<file path="src/rtl/audio_sdram_port_if.sv">
// Signal bundle between audio_sdram_port, its two clients and the SDRAM controller.
// slave: the port's own view; master: everything surrounding it.
interface audio_sdram_port_if #(
  parameter int unsigned ADDR_W = 25
) ();
  localparam int unsigned DATA_W = 16;

  logic              ctl_init_done;
  logic              aud_rd;
  logic [ADDR_W-1:0] aud_addr;
  logic              aud_wait;
  logic              aud_ac;
  logic [DATA_W-1:0] aud_data;
  logic              ld_session;
  logic              ld_wr;
  logic [ADDR_W-1:0] ld_addr;
  logic [DATA_W-1:0] ld_data;
  logic              ld_ack;
  logic              ctl_req;
  logic              ctl_we;
  logic [ADDR_W-1:0] ctl_addr;
  logic [DATA_W-1:0] ctl_wdata;
  logic              ctl_ready;
  logic              ctl_rvalid;
  logic [DATA_W-1:0] ctl_rdata;
  logic              err_timeout;

  modport slave (
    input  ctl_init_done, aud_rd, aud_addr, ld_session, ld_wr, ld_addr, ld_data,
           ctl_ready, ctl_rvalid, ctl_rdata,
    output aud_wait, aud_ac, aud_data, ld_ack, ctl_req, ctl_we, ctl_addr, ctl_wdata,
           err_timeout
  );

  modport master (
    output ctl_init_done, aud_rd, aud_addr, ld_session, ld_wr, ld_addr, ld_data,
           ctl_ready, ctl_rvalid, ctl_rdata,
    input  aud_wait, aud_ac, aud_data, ld_ack, ctl_req, ctl_we, ctl_addr, ctl_wdata,
           err_timeout
  );
endinterface

</file>
<file path="src/rtl/audio_sdram_port.sv">
// Arbitrates single-word audio reads (priority) and loader writes onto one SDRAM
// controller request port, with a per-transaction watchdog.
module audio_sdram_port #(
  parameter int unsigned ADDR_W  = 25,
  parameter int unsigned TIMEOUT = 255
) (
  input  logic                Clk50,
  input  logic                reset,
  audio_sdram_port_if.slave   sdram_bus
);

  localparam int unsigned DATA_W = 16;
  localparam int unsigned WDOG_W = 8;

  typedef enum logic [2:0] {
    S_IDLE   = 3'd0,
    S_A_REQ  = 3'd1,
    S_A_WAIT = 3'd2,
    S_A_DONE = 3'd3,
    S_L_REQ  = 3'd4
  } state_e;

  state_e              state_q, state_d;
  logic [WDOG_W-1:0]   wdog_q, wdog_d;
  logic                wdog_expired;

  logic                aud_wait_q, aud_wait_d;
  logic                aud_ac_q, aud_ac_d;
  logic [DATA_W-1:0]   aud_data_q, aud_data_d;
  logic                ld_ack_q, ld_ack_d;
  logic                ctl_req_q, ctl_req_d;
  logic                ctl_we_q, ctl_we_d;
  logic [ADDR_W-1:0]   ctl_addr_q, ctl_addr_d;
  logic [DATA_W-1:0]   ctl_wdata_q, ctl_wdata_d;
  logic                err_q, err_d;

  logic                init_c;
  logic                aud_go_c;
  logic                ld_go_c;

  assign init_c       = sdram_bus.ctl_init_done;
  assign aud_go_c     = init_c & sdram_bus.aud_rd;
  assign ld_go_c      = init_c & sdram_bus.ld_wr & ~sdram_bus.aud_rd;
  assign wdog_expired = (wdog_q == WDOG_W'(TIMEOUT));

  // State register
  always_ff @(posedge Clk50) begin
    if (reset) state_q <= S_IDLE;
    else       state_q <= state_d;
  end

  // Next-state logic; a controller response always beats a coincident timeout
  always_comb begin
    state_d = state_q;
    case (state_q)
      S_IDLE: begin
        if (aud_go_c)     state_d = S_A_REQ;
        else if (ld_go_c) state_d = S_L_REQ;
      end
      S_A_REQ: begin
        if (sdram_bus.ctl_ready) state_d = S_A_WAIT;
        else if (wdog_expired)   state_d = S_IDLE;
      end
      S_A_WAIT: begin
        if (sdram_bus.ctl_rvalid) state_d = S_A_DONE;
        else if (wdog_expired)    state_d = S_IDLE;
      end
      S_A_DONE: state_d = S_IDLE;
      S_L_REQ: begin
        if (sdram_bus.ctl_ready || wdog_expired) state_d = S_IDLE;
      end
      default: state_d = S_IDLE;
    endcase
  end

  // Output / datapath next values
  always_comb begin
    aud_wait_d  = sdram_bus.ld_session | ~init_c | (state_q == S_L_REQ);
    aud_ac_d    = 1'b0;
    aud_data_d  = aud_data_q;
    ld_ack_d    = 1'b0;
    ctl_addr_d  = ctl_addr_q;
    ctl_wdata_d = ctl_wdata_q;
    err_d       = err_q;

    case (state_q)
      S_IDLE: begin
        if (aud_go_c) begin
          ctl_addr_d = sdram_bus.aud_addr;
        end else if (ld_go_c) begin
          ctl_addr_d  = sdram_bus.ld_addr;
          ctl_wdata_d = sdram_bus.ld_data;
        end
      end
      S_A_REQ: begin
        if (!sdram_bus.ctl_ready && wdog_expired) err_d = 1'b1;
      end
      S_A_WAIT: begin
        if (sdram_bus.ctl_rvalid) begin
          aud_data_d = sdram_bus.ctl_rdata;
          aud_ac_d   = 1'b1;
        end else if (wdog_expired) begin
          err_d = 1'b1;
        end
      end
      S_L_REQ: begin
        if (sdram_bus.ctl_ready) ld_ack_d = 1'b1;
        else if (wdog_expired)   err_d    = 1'b1;
      end
      default: ;
    endcase

    // Command strobes track the state being entered so they align with it
    ctl_req_d = (state_d == S_A_REQ) || (state_d == S_L_REQ);
    ctl_we_d  = (state_d == S_L_REQ);

    // Watchdog restarts on every entry into a waiting state
    if (state_d != state_q)
      wdog_d = '0;
    else if ((state_q == S_A_REQ) || (state_q == S_A_WAIT) || (state_q == S_L_REQ))
      wdog_d = wdog_q + WDOG_W'(1);
    else
      wdog_d = '0;
  end

  always_ff @(posedge Clk50) begin
    if (reset) begin
      wdog_q      <= '0;
      aud_wait_q  <= 1'b1;
      aud_ac_q    <= 1'b0;
      aud_data_q  <= '0;
      ld_ack_q    <= 1'b0;
      ctl_req_q   <= 1'b0;
      ctl_we_q    <= 1'b0;
      ctl_addr_q  <= '0;
      ctl_wdata_q <= '0;
      err_q       <= 1'b0;
    end else begin
      wdog_q      <= wdog_d;
      aud_wait_q  <= aud_wait_d;
      aud_ac_q    <= aud_ac_d;
      aud_data_q  <= aud_data_d;
      ld_ack_q    <= ld_ack_d;
      ctl_req_q   <= ctl_req_d;
      ctl_we_q    <= ctl_we_d;
      ctl_addr_q  <= ctl_addr_d;
      ctl_wdata_q <= ctl_wdata_d;
      err_q       <= err_d;
    end
  end

  assign sdram_bus.aud_wait    = aud_wait_q;
  assign sdram_bus.aud_ac      = aud_ac_q;
  assign sdram_bus.aud_data    = aud_data_q;
  assign sdram_bus.ld_ack      = ld_ack_q;
  assign sdram_bus.ctl_req     = ctl_req_q;
  assign sdram_bus.ctl_we      = ctl_we_q;
  assign sdram_bus.ctl_addr    = ctl_addr_q;
  assign sdram_bus.ctl_wdata   = ctl_wdata_q;
  assign sdram_bus.err_timeout = err_q;

endmodule

</file>
<file path="src/flat_wrapper.sv">
// flat-port wrapper written by rule: the top's interface ports become plain ports
module audio_sdram_port_flat 
#(
  parameter int unsigned ADDR_W  = 25,
  parameter int unsigned TIMEOUT = 255
)
  (Clk50, reset, sdram_bus_ctl_init_done, sdram_bus_aud_rd, sdram_bus_aud_addr, sdram_bus_ld_session, sdram_bus_ld_wr, sdram_bus_ld_addr, sdram_bus_ld_data, sdram_bus_ctl_ready, sdram_bus_ctl_rvalid, sdram_bus_ctl_rdata, sdram_bus_aud_wait, sdram_bus_aud_ac, sdram_bus_aud_data, sdram_bus_ld_ack, sdram_bus_ctl_req, sdram_bus_ctl_we, sdram_bus_ctl_addr, sdram_bus_ctl_wdata, sdram_bus_err_timeout);
  audio_sdram_port_if #(.ADDR_W(ADDR_W)) sdram_bus_i ();
  input  logic Clk50;
  input  logic reset;
  input wire logic [$bits(sdram_bus_i.ctl_init_done)-1:0] sdram_bus_ctl_init_done;
  input wire logic [$bits(sdram_bus_i.aud_rd)-1:0] sdram_bus_aud_rd;
  input wire logic [$bits(sdram_bus_i.aud_addr)-1:0] sdram_bus_aud_addr;
  input wire logic [$bits(sdram_bus_i.ld_session)-1:0] sdram_bus_ld_session;
  input wire logic [$bits(sdram_bus_i.ld_wr)-1:0] sdram_bus_ld_wr;
  input wire logic [$bits(sdram_bus_i.ld_addr)-1:0] sdram_bus_ld_addr;
  input wire logic [$bits(sdram_bus_i.ld_data)-1:0] sdram_bus_ld_data;
  input wire logic [$bits(sdram_bus_i.ctl_ready)-1:0] sdram_bus_ctl_ready;
  input wire logic [$bits(sdram_bus_i.ctl_rvalid)-1:0] sdram_bus_ctl_rvalid;
  input wire logic [$bits(sdram_bus_i.ctl_rdata)-1:0] sdram_bus_ctl_rdata;
  output wire logic [$bits(sdram_bus_i.aud_wait)-1:0] sdram_bus_aud_wait;
  output wire logic [$bits(sdram_bus_i.aud_ac)-1:0] sdram_bus_aud_ac;
  output wire logic [$bits(sdram_bus_i.aud_data)-1:0] sdram_bus_aud_data;
  output wire logic [$bits(sdram_bus_i.ld_ack)-1:0] sdram_bus_ld_ack;
  output wire logic [$bits(sdram_bus_i.ctl_req)-1:0] sdram_bus_ctl_req;
  output wire logic [$bits(sdram_bus_i.ctl_we)-1:0] sdram_bus_ctl_we;
  output wire logic [$bits(sdram_bus_i.ctl_addr)-1:0] sdram_bus_ctl_addr;
  output wire logic [$bits(sdram_bus_i.ctl_wdata)-1:0] sdram_bus_ctl_wdata;
  output wire logic [$bits(sdram_bus_i.err_timeout)-1:0] sdram_bus_err_timeout;
  assign sdram_bus_i.ctl_init_done = sdram_bus_ctl_init_done;
  assign sdram_bus_i.aud_rd = sdram_bus_aud_rd;
  assign sdram_bus_i.aud_addr = sdram_bus_aud_addr;
  assign sdram_bus_i.ld_session = sdram_bus_ld_session;
  assign sdram_bus_i.ld_wr = sdram_bus_ld_wr;
  assign sdram_bus_i.ld_addr = sdram_bus_ld_addr;
  assign sdram_bus_i.ld_data = sdram_bus_ld_data;
  assign sdram_bus_i.ctl_ready = sdram_bus_ctl_ready;
  assign sdram_bus_i.ctl_rvalid = sdram_bus_ctl_rvalid;
  assign sdram_bus_i.ctl_rdata = sdram_bus_ctl_rdata;
  assign sdram_bus_aud_wait = sdram_bus_i.aud_wait;
  assign sdram_bus_aud_ac = sdram_bus_i.aud_ac;
  assign sdram_bus_aud_data = sdram_bus_i.aud_data;
  assign sdram_bus_ld_ack = sdram_bus_i.ld_ack;
  assign sdram_bus_ctl_req = sdram_bus_i.ctl_req;
  assign sdram_bus_ctl_we = sdram_bus_i.ctl_we;
  assign sdram_bus_ctl_addr = sdram_bus_i.ctl_addr;
  assign sdram_bus_ctl_wdata = sdram_bus_i.ctl_wdata;
  assign sdram_bus_err_timeout = sdram_bus_i.err_timeout;
  audio_sdram_port #(.ADDR_W(ADDR_W), .TIMEOUT(TIMEOUT)) u_core (.Clk50(Clk50), .reset(reset), .sdram_bus(sdram_bus_i));
endmodule
</file>
<file path="config.mk">
export PLATFORM = sky130hd
export DESIGN_NAME = audio_sdram_port_flat
export DESIGN_NICKNAME = d
export VERILOG_FILES = /design/src/rtl/audio_sdram_port_if.sv /design/src/rtl/audio_sdram_port.sv /design/src/flat_wrapper.sv
export SDC_FILE = /design/constraint.sdc
export NUM_CORES = 1
export LEC_CHECK = 0
export BUFFER_PORTS_ARGS = -buffer_cell sky130_fd_sc_hd__buf_4
export CAP_MARGIN = 5
export CORE_UTILIZATION = 40
export CTS_CLUSTER_DIAMETER = 60
export CTS_CLUSTER_SIZE = 10
export DETAILED_ROUTE_END_ITERATION = 10
export PLACE_DENSITY = 0.71
export SYNTH_ARGS = -nofsm -noshare
export SYNTH_HDL_FRONTEND = slang
export SYNTH_SLANG_ARGS = --single-unit
</file>
<file path="constraint.sdc">
create_clock -name Clk50 -period 3.6 [get_ports Clk50]
set_input_delay 0.72 -clock Clk50 [delete_from_list [all_inputs] [get_ports Clk50]]
set_output_delay 0.72 -clock Clk50 [all_outputs]
set_load 0.02 [all_outputs]
</file>
# Word level (Yosys, flattened, before mapping)
# Index checks and enable logic that the tools add are counted.
# word_totals
word_cells	65
out_inout_bits	63
regBits	74
input_bits	90
# classes
eq_ne	10
mux	16
n_bitwise	11
n_reduce_logical	16
add_sub_neg	1
# op_table
operator	n
$mux W25	2
$mux W3	6
$pmux W3 S4	1
$add A8 B1 Y8 const B	1
$eq A8 B8 Y1 const B	1
$eq A3 B1 Y1 const B	2
$eq A3 B3 Y1 const B	2
$mux W1	6
$not A1 Y1	6
$logic_or A1 B1 Y1	4
$ne A2 B2 Y1 const B	2
$reduce_and A2 Y1	2
$reduce_and A4 Y1	1
$reduce_or A2 Y1	2
$and A1 B1 Y1	3
$eq A3 B2 Y1 const B	1
$logic_not A3 Y1	1
$ne A3 B3 Y1	1
$pmux W1 S3	1
$reduce_and A3 Y1	1
$reduce_bool A3 Y1	1
$reduce_or A3 Y1	1
$ne A2 B1 Y1 const B	1
$or A1 B1 Y1	2
other kinds (3)	3

# Depth between registers and ports, before layout
# logic_depth
word_depth	7
depth_mapped	7
mapped_depth_nobuf	6

# Least setup slack after synthesis
# Ideal clock, no wire load.
# synth_path
path_type	input-to-reg
start	in sdram_bus_aud_rd
end	reg u_core.ctl_addr_q[10], in the netlist u_core.sdram_bus.ctl_addr[10]
slack_ns	1.659
setup_ns	0.089
n_path_buf	2
cell_stages	6
arrival_time_ns	1.853
required_ns	3.511
cell_sequence	clkbuf_1 > nand2_1 > o21ai_4 > buf_6 > nor2_1 > a311oi_2
# synth_between
elab_chain_len	4
word_cells_on_any_way	6
cone_classes	mux: 1; bitwise: 3; reduce/logical: 2
# synth_rtl
element	line_no	rtl
start: declaration	flat_wrapper.sv:12	input wire logic [$bits(sdram_bus_i.aud_rd)-1:0] sdram_bus_aud_rd;
$not A1 Y1	audio_sdram_port.sv:43	assign ld_go_c = init_c & sdram_bus.ld_wr & ~sdram_bus.aud_rd;
$and A1 B1 Y1	audio_sdram_port.sv:43	
$reduce_bool A2 Y1 (no source line)	--	
$reduce_and A2 Y1 (no source line)	--	
end signal: assignment	audio_sdram_port.sv:146	ctl_addr_q <= ctl_addr_d;
end: declaration	audio_sdram_port.sv:33	logic [ADDR_W-1:0] ctl_addr_q, ctl_addr_d;
# Parallel ways exist; a longest one is shown, timed or not.
# A chain may end at the register's enable or synchronous reset.

# Worst setup path in the final report
# layout_path
start	reg u_core.state_q[1]
end	reg u_core.ctl_addr_q[23], in the netlist u_core.sdram_bus.ctl_addr[23]
# layout_between
elab_chain_len	2
# layout_rtl
element	line_no	rtl
start: declaration	audio_sdram_port.sv:23	state_e state_q, state_d;
start signal: assignment	audio_sdram_port.sv:49	else state_q <= state_d;
$logic_not A3 Y1	audio_sdram_port.sv:86	case (state_q)
$reduce_and A2 Y1 (no source line)	--	
# No other way between the ends.

==> flow_metrics.py <==
metrics = {
    "critical_path": {
        "crit_fanout": 30,
        "reg2reg_setup_slack_ns": 0.87,
        "cp.arrival_ns": 2.98,
        "crit_buf_inv": 1,
        "cp_cell_sequence": "or3_4 -> or3_1 -> o21ai_4 -> buf_4 -> nor2_1 -> a311oi_2",
        "r2r_end": "u_core.sdram_bus.ctl_addr[23]",
        "crit_type": "flip-flop to flip-flop",
        "cp-start-kind": "flip-flop",
        "worst_ep_required_time_ns": 3.85,
        "rr_startpoint": "u_core.state_q[1]",
        "worstRegToRegCells": 6,
        "crit_end": "u_core.sdram_bus.ctl_addr[23]",
        "critPathMaxStageDelay_ns": 0.67,
        "endpoint_kind": "flip-flop",
        "cp_slowest_cell": "or3_1",
        "crit_start": "u_core.state_q[1]",
        "path_delay_family": "simple AND/OR/NAND/NOR gates",
        "path_depth": 6,
    },
    "layout": {
        "layout.area.seq_um2": 1481,
        "drive_above_1_share_pct": 40.43,
        "stdcell_count": 614,
        "multiInputGateArea_um2": 1555,
        "fin_nets": 598,
        "diodes": 0,
        "syn2layout_area_growth_pct": 42.78,
        "fillerInstances": 704,
    },
    "clock_tree": {
        "cts_hold_buf": 0,
        "ctsResizeCount": 0,
        "cts_root_buf": "clkbuf_8",
        "htreeDepth": 3,
        "clk_latency_ns": 0.34,
        "cts_setup_buffers": 0,
        "clockBufferDepth": 2,
        "cts_inserted_buffers": 9,
        "clkTransAtPathRegs_ns": 0.07,
        "tritoncts": "done",
        "clock_sinks": 74,
    },
    "sta": {
        "finalSetupTns_ns": 0,
        "min_period_ns": 2.729,
        "slew-limit-headroom_pct": 31.55,
        "worst_pin_slew_ns": 1.021,
        "hold_ws_ns": 0.4563,
        "hold_viol": 0,
        "rsz0062_at_grt": "no",
        "setup_violations": 0,
        "drv_slew": 0,
        "fin_skew_ns": 0.01110,
        "max_freq_mhz": 366.5,
        "min_period_over_period_pct": 75.80,
    },
    "placement": {
        "place_congestion": 0.7823,
        "dp_cells": 598,
        "dpl.hpwl_um": 5774,
        "io_buffers": 152,
    },
    "floorplan": {
        "die_x_um": 91.31,
        "initial_utilization_pct": 41.29,
        "core-area_um2": 7727,
        "die_height_um": 91.31,
        "num_rows": 32,
        "dieArea_um2": 8338,
        "pin_count": 153,
    },
    "grt": {
        "grt_pass1_wl_um": 12900,
        "antenna_found_initial": 0,
        "grt_remaining_overflow": 0,
        "grt_max_degree": 46,
        "gr-usage-all-layers_pct": 19.31,
        "grt_pass1_vias": 2858,
    },
    "yosys": {
        "synthXorXnorAreaFrac_pct": 1.647,
        "synth-async-reset-ratio_pct": 0,
        "yosysSeqAreaShare_pct": 46.43,
        "synth_fp_nets": 459,
        "synth_seq_cells": 74,
        "synth.avg_cell_area_um2": 8.670,
        "synth.area.mux_share_pct": 0,
        "synthFlopType": "dfxtp_1",
        "synth_cells": 368,
        "syn_area_um2": 3191,
        "synth-adder-area-share_pct": 0.3922,
        "synth-compound-area-share_pct": 20.35,
        "yosysUniqueCellTypes": 36,
        "synth_top_family_by_area": "simple AND/OR/NAND/NOR gates",
        "ys.warnings.count": 0,
        "synth_edf_count": 0,
        "synth-simple-area-share_pct": 26.20,
    },
    "run": {
        "cap_violations": 0,
    },
    "power": {
        "powerDensity_nw_per_um2": 437.5,
        "vdd_drop_max_v": 0.0002126,
        "power.total_uw": 1993,
        "leakage_uw": 0.001918,
    },
    "routing": {
        "dr.pass1.iters": 4,
        "drtIter0Drc": 89,
        "via_count": 3019,
        "drc": 0,
        "via_per_inst": 4.917,
        "wl_um": 7810,
        "post_drt_wl_per_cell_um": 12.72,
        "antenna_left": 0,
    },
    "worst_hold_path": {
        "min_path_type": "flip-flop to flip-flop",
    },
    "run_status": {
        "status": "finished, final reports clean",
    },
}
-- per-stage QoR --
| step | setup slack [ns] | util (%) | instance area, µm² |
|---|---|---|---|
| after floorplan | 1.659 | - | 3191 |
| after global placement | 0.7143 | 56.20 | 4343 |
| after detailed placement | 0.6548 | 56.20 | 4343 |
| after CTS | 0.8647 | 58.95 | 4556 |
| after global routing | 0.6934 | 58.95 | 4556 |
| final | 0.8712 | 58.95 | 4556 |
-- worst min-delay path, stage by stage (launching register included) --
cell and delay [ns]:
dfxtp_1 0.31, nand2_1 0.05, a21oi_1 0.05
-- worst min-delay path by stage --
stage	cells after the start	from	to	slack (ns)
after global placement	2	u_core.sdram_bus.aud_data[5]	u_core.sdram_bus.aud_data[5]	0.44
after floorplan	1	u_core.wdog_q[0]	u_core.wdog_q[0]	0.43
after detailed placement	2	u_core.sdram_bus.ctl_wdata[5]	u_core.sdram_bus.ctl_wdata[5]	0.45
after CTS	2	u_core.sdram_bus.ctl_wdata[5]	u_core.sdram_bus.ctl_wdata[5]	0.46
after global routing	2	u_core.sdram_bus.ctl_wdata[2]	u_core.sdram_bus.ctl_wdata[2]	0.48
final	2	u_core.sdram_bus.aud_data[10]	u_core.sdram_bus.aud_data[10]	0.46
-- cells by family (layout without fill, tap and decap cells) --
| group | count (synthesis) | in the layout |
|---|---|---|
| adder cells (fa/ha/maj) | 1 | 1 |
| XOR/XNOR | 6 | 6 |
| AND/OR/NAND/NOR | 185 | 185 |
| flip-flops | 74 | 74 |
| buffers and inverters | 30 | 174 |
| AO/OA/AOI/OAI | 72 | 72 |
-- where the power goes --
group          internal, µW  total, µW  leakage, µW  switching, µW
Combinational           190        408      0.00121            217
Sequential              868        899     0.000603           30.8
Clock                   411        686     0.000105            276
-- cells in the mapped netlist (2+ instances only) --
| master | instances | area share, % |
|---|---|---|
| a311oi_2 | 25 | 12 |
| a211oi_1 | 2 | 0.47 |
| nand2_1 | 96 | 11 |
| nand3_1 | 29 | 4.5 |
| nor3_1 | 4 | 0.63 |
| buf_6 | 5 | 1.8 |
| xor2_1 | 2 | 0.55 |
| inv_1 | 2 | 0.24 |
| a21oi_1 | 36 | 5.6 |
| o21ai_0 | 2 | 0.31 |
| clkbuf_1 | 18 | 2.1 |
| xnor2_1 | 4 | 1.1 |
| buf_4 | 2 | 0.47 |
| buf_1 | 2 | 0.24 |
| nor3_2 | 7 | 2.2 |
| nor2b_1 | 2 | 0.39 |
| nor2_1 | 34 | 4.0 |
| o22ai_1 | 2 | 0.39 |
| and3_1 | 4 | 0.78 |
| dfxtp_1 | 74 | 46 |
-- final cells by class --
class / instances / share of cell area [%]
multi-input combinational: 264 / 34.14
tap: 102 / 2.801
timing repair buffer: 156 / 25.71
clock buffer: 14 / 3.351
inverter: 2 / 0.1648
sequential: 74 / 32.52
clock inverter: 2 / 1.318
-- state kept, by name, summed over array words and instances, names as in the netlist --
name	cells
u_core.sdram_bus.ctl_wdata	16
u_core.state_q	3
u_core.sdram_bus.ctl_req	1
u_core.sdram_bus.ctl_addr	25
u_core.sdram_bus.ctl_we	1
u_core.sdram_bus.aud_ac	1
u_core.sdram_bus.err_timeout	1
u_core.sdram_bus.aud_wait	1
u_core.sdram_bus.aud_data	16
u_core.sdram_bus.ld_ack	1
u_core.wdog_q	8
-- metal layers --
metal  GRT usage, %  wire, µm
met5              0         0
met4          7.143        76
met3          6.030       663
met2          32.70      3691
met1          22.85      3379
-- cells in the final DEF, fill, tap and decap left out --
master       n
ha_1         1
o21ai_2      1
and3_1       4
nand3_1     29
o21bai_1     1
a211oi_1     2
a311oi_2    25
clkbuf_1     4
and2_4       1
or3_4        1
nor3b_2      1
a31oi_1      1
nand2_1     96
nor2_1      34
xor2_1       2
inv_1        2
or3_1        1
nor3_2       8
and3b_1      1
clkbuf_8    10
o22ai_1      2
o21ai_0      2
nand3b_1     1
nor3_1       3
nor4_1       1
o21ai_4      1
bufinv_16    2
buf_4      156
dfxtp_1     74
nor2b_1      2
nand2b_1     1
a21oi_1     36
o31a_4       1
and2b_1      1
xnor2_1      4
No activity file was read; power rests on OpenSTA's default activity.
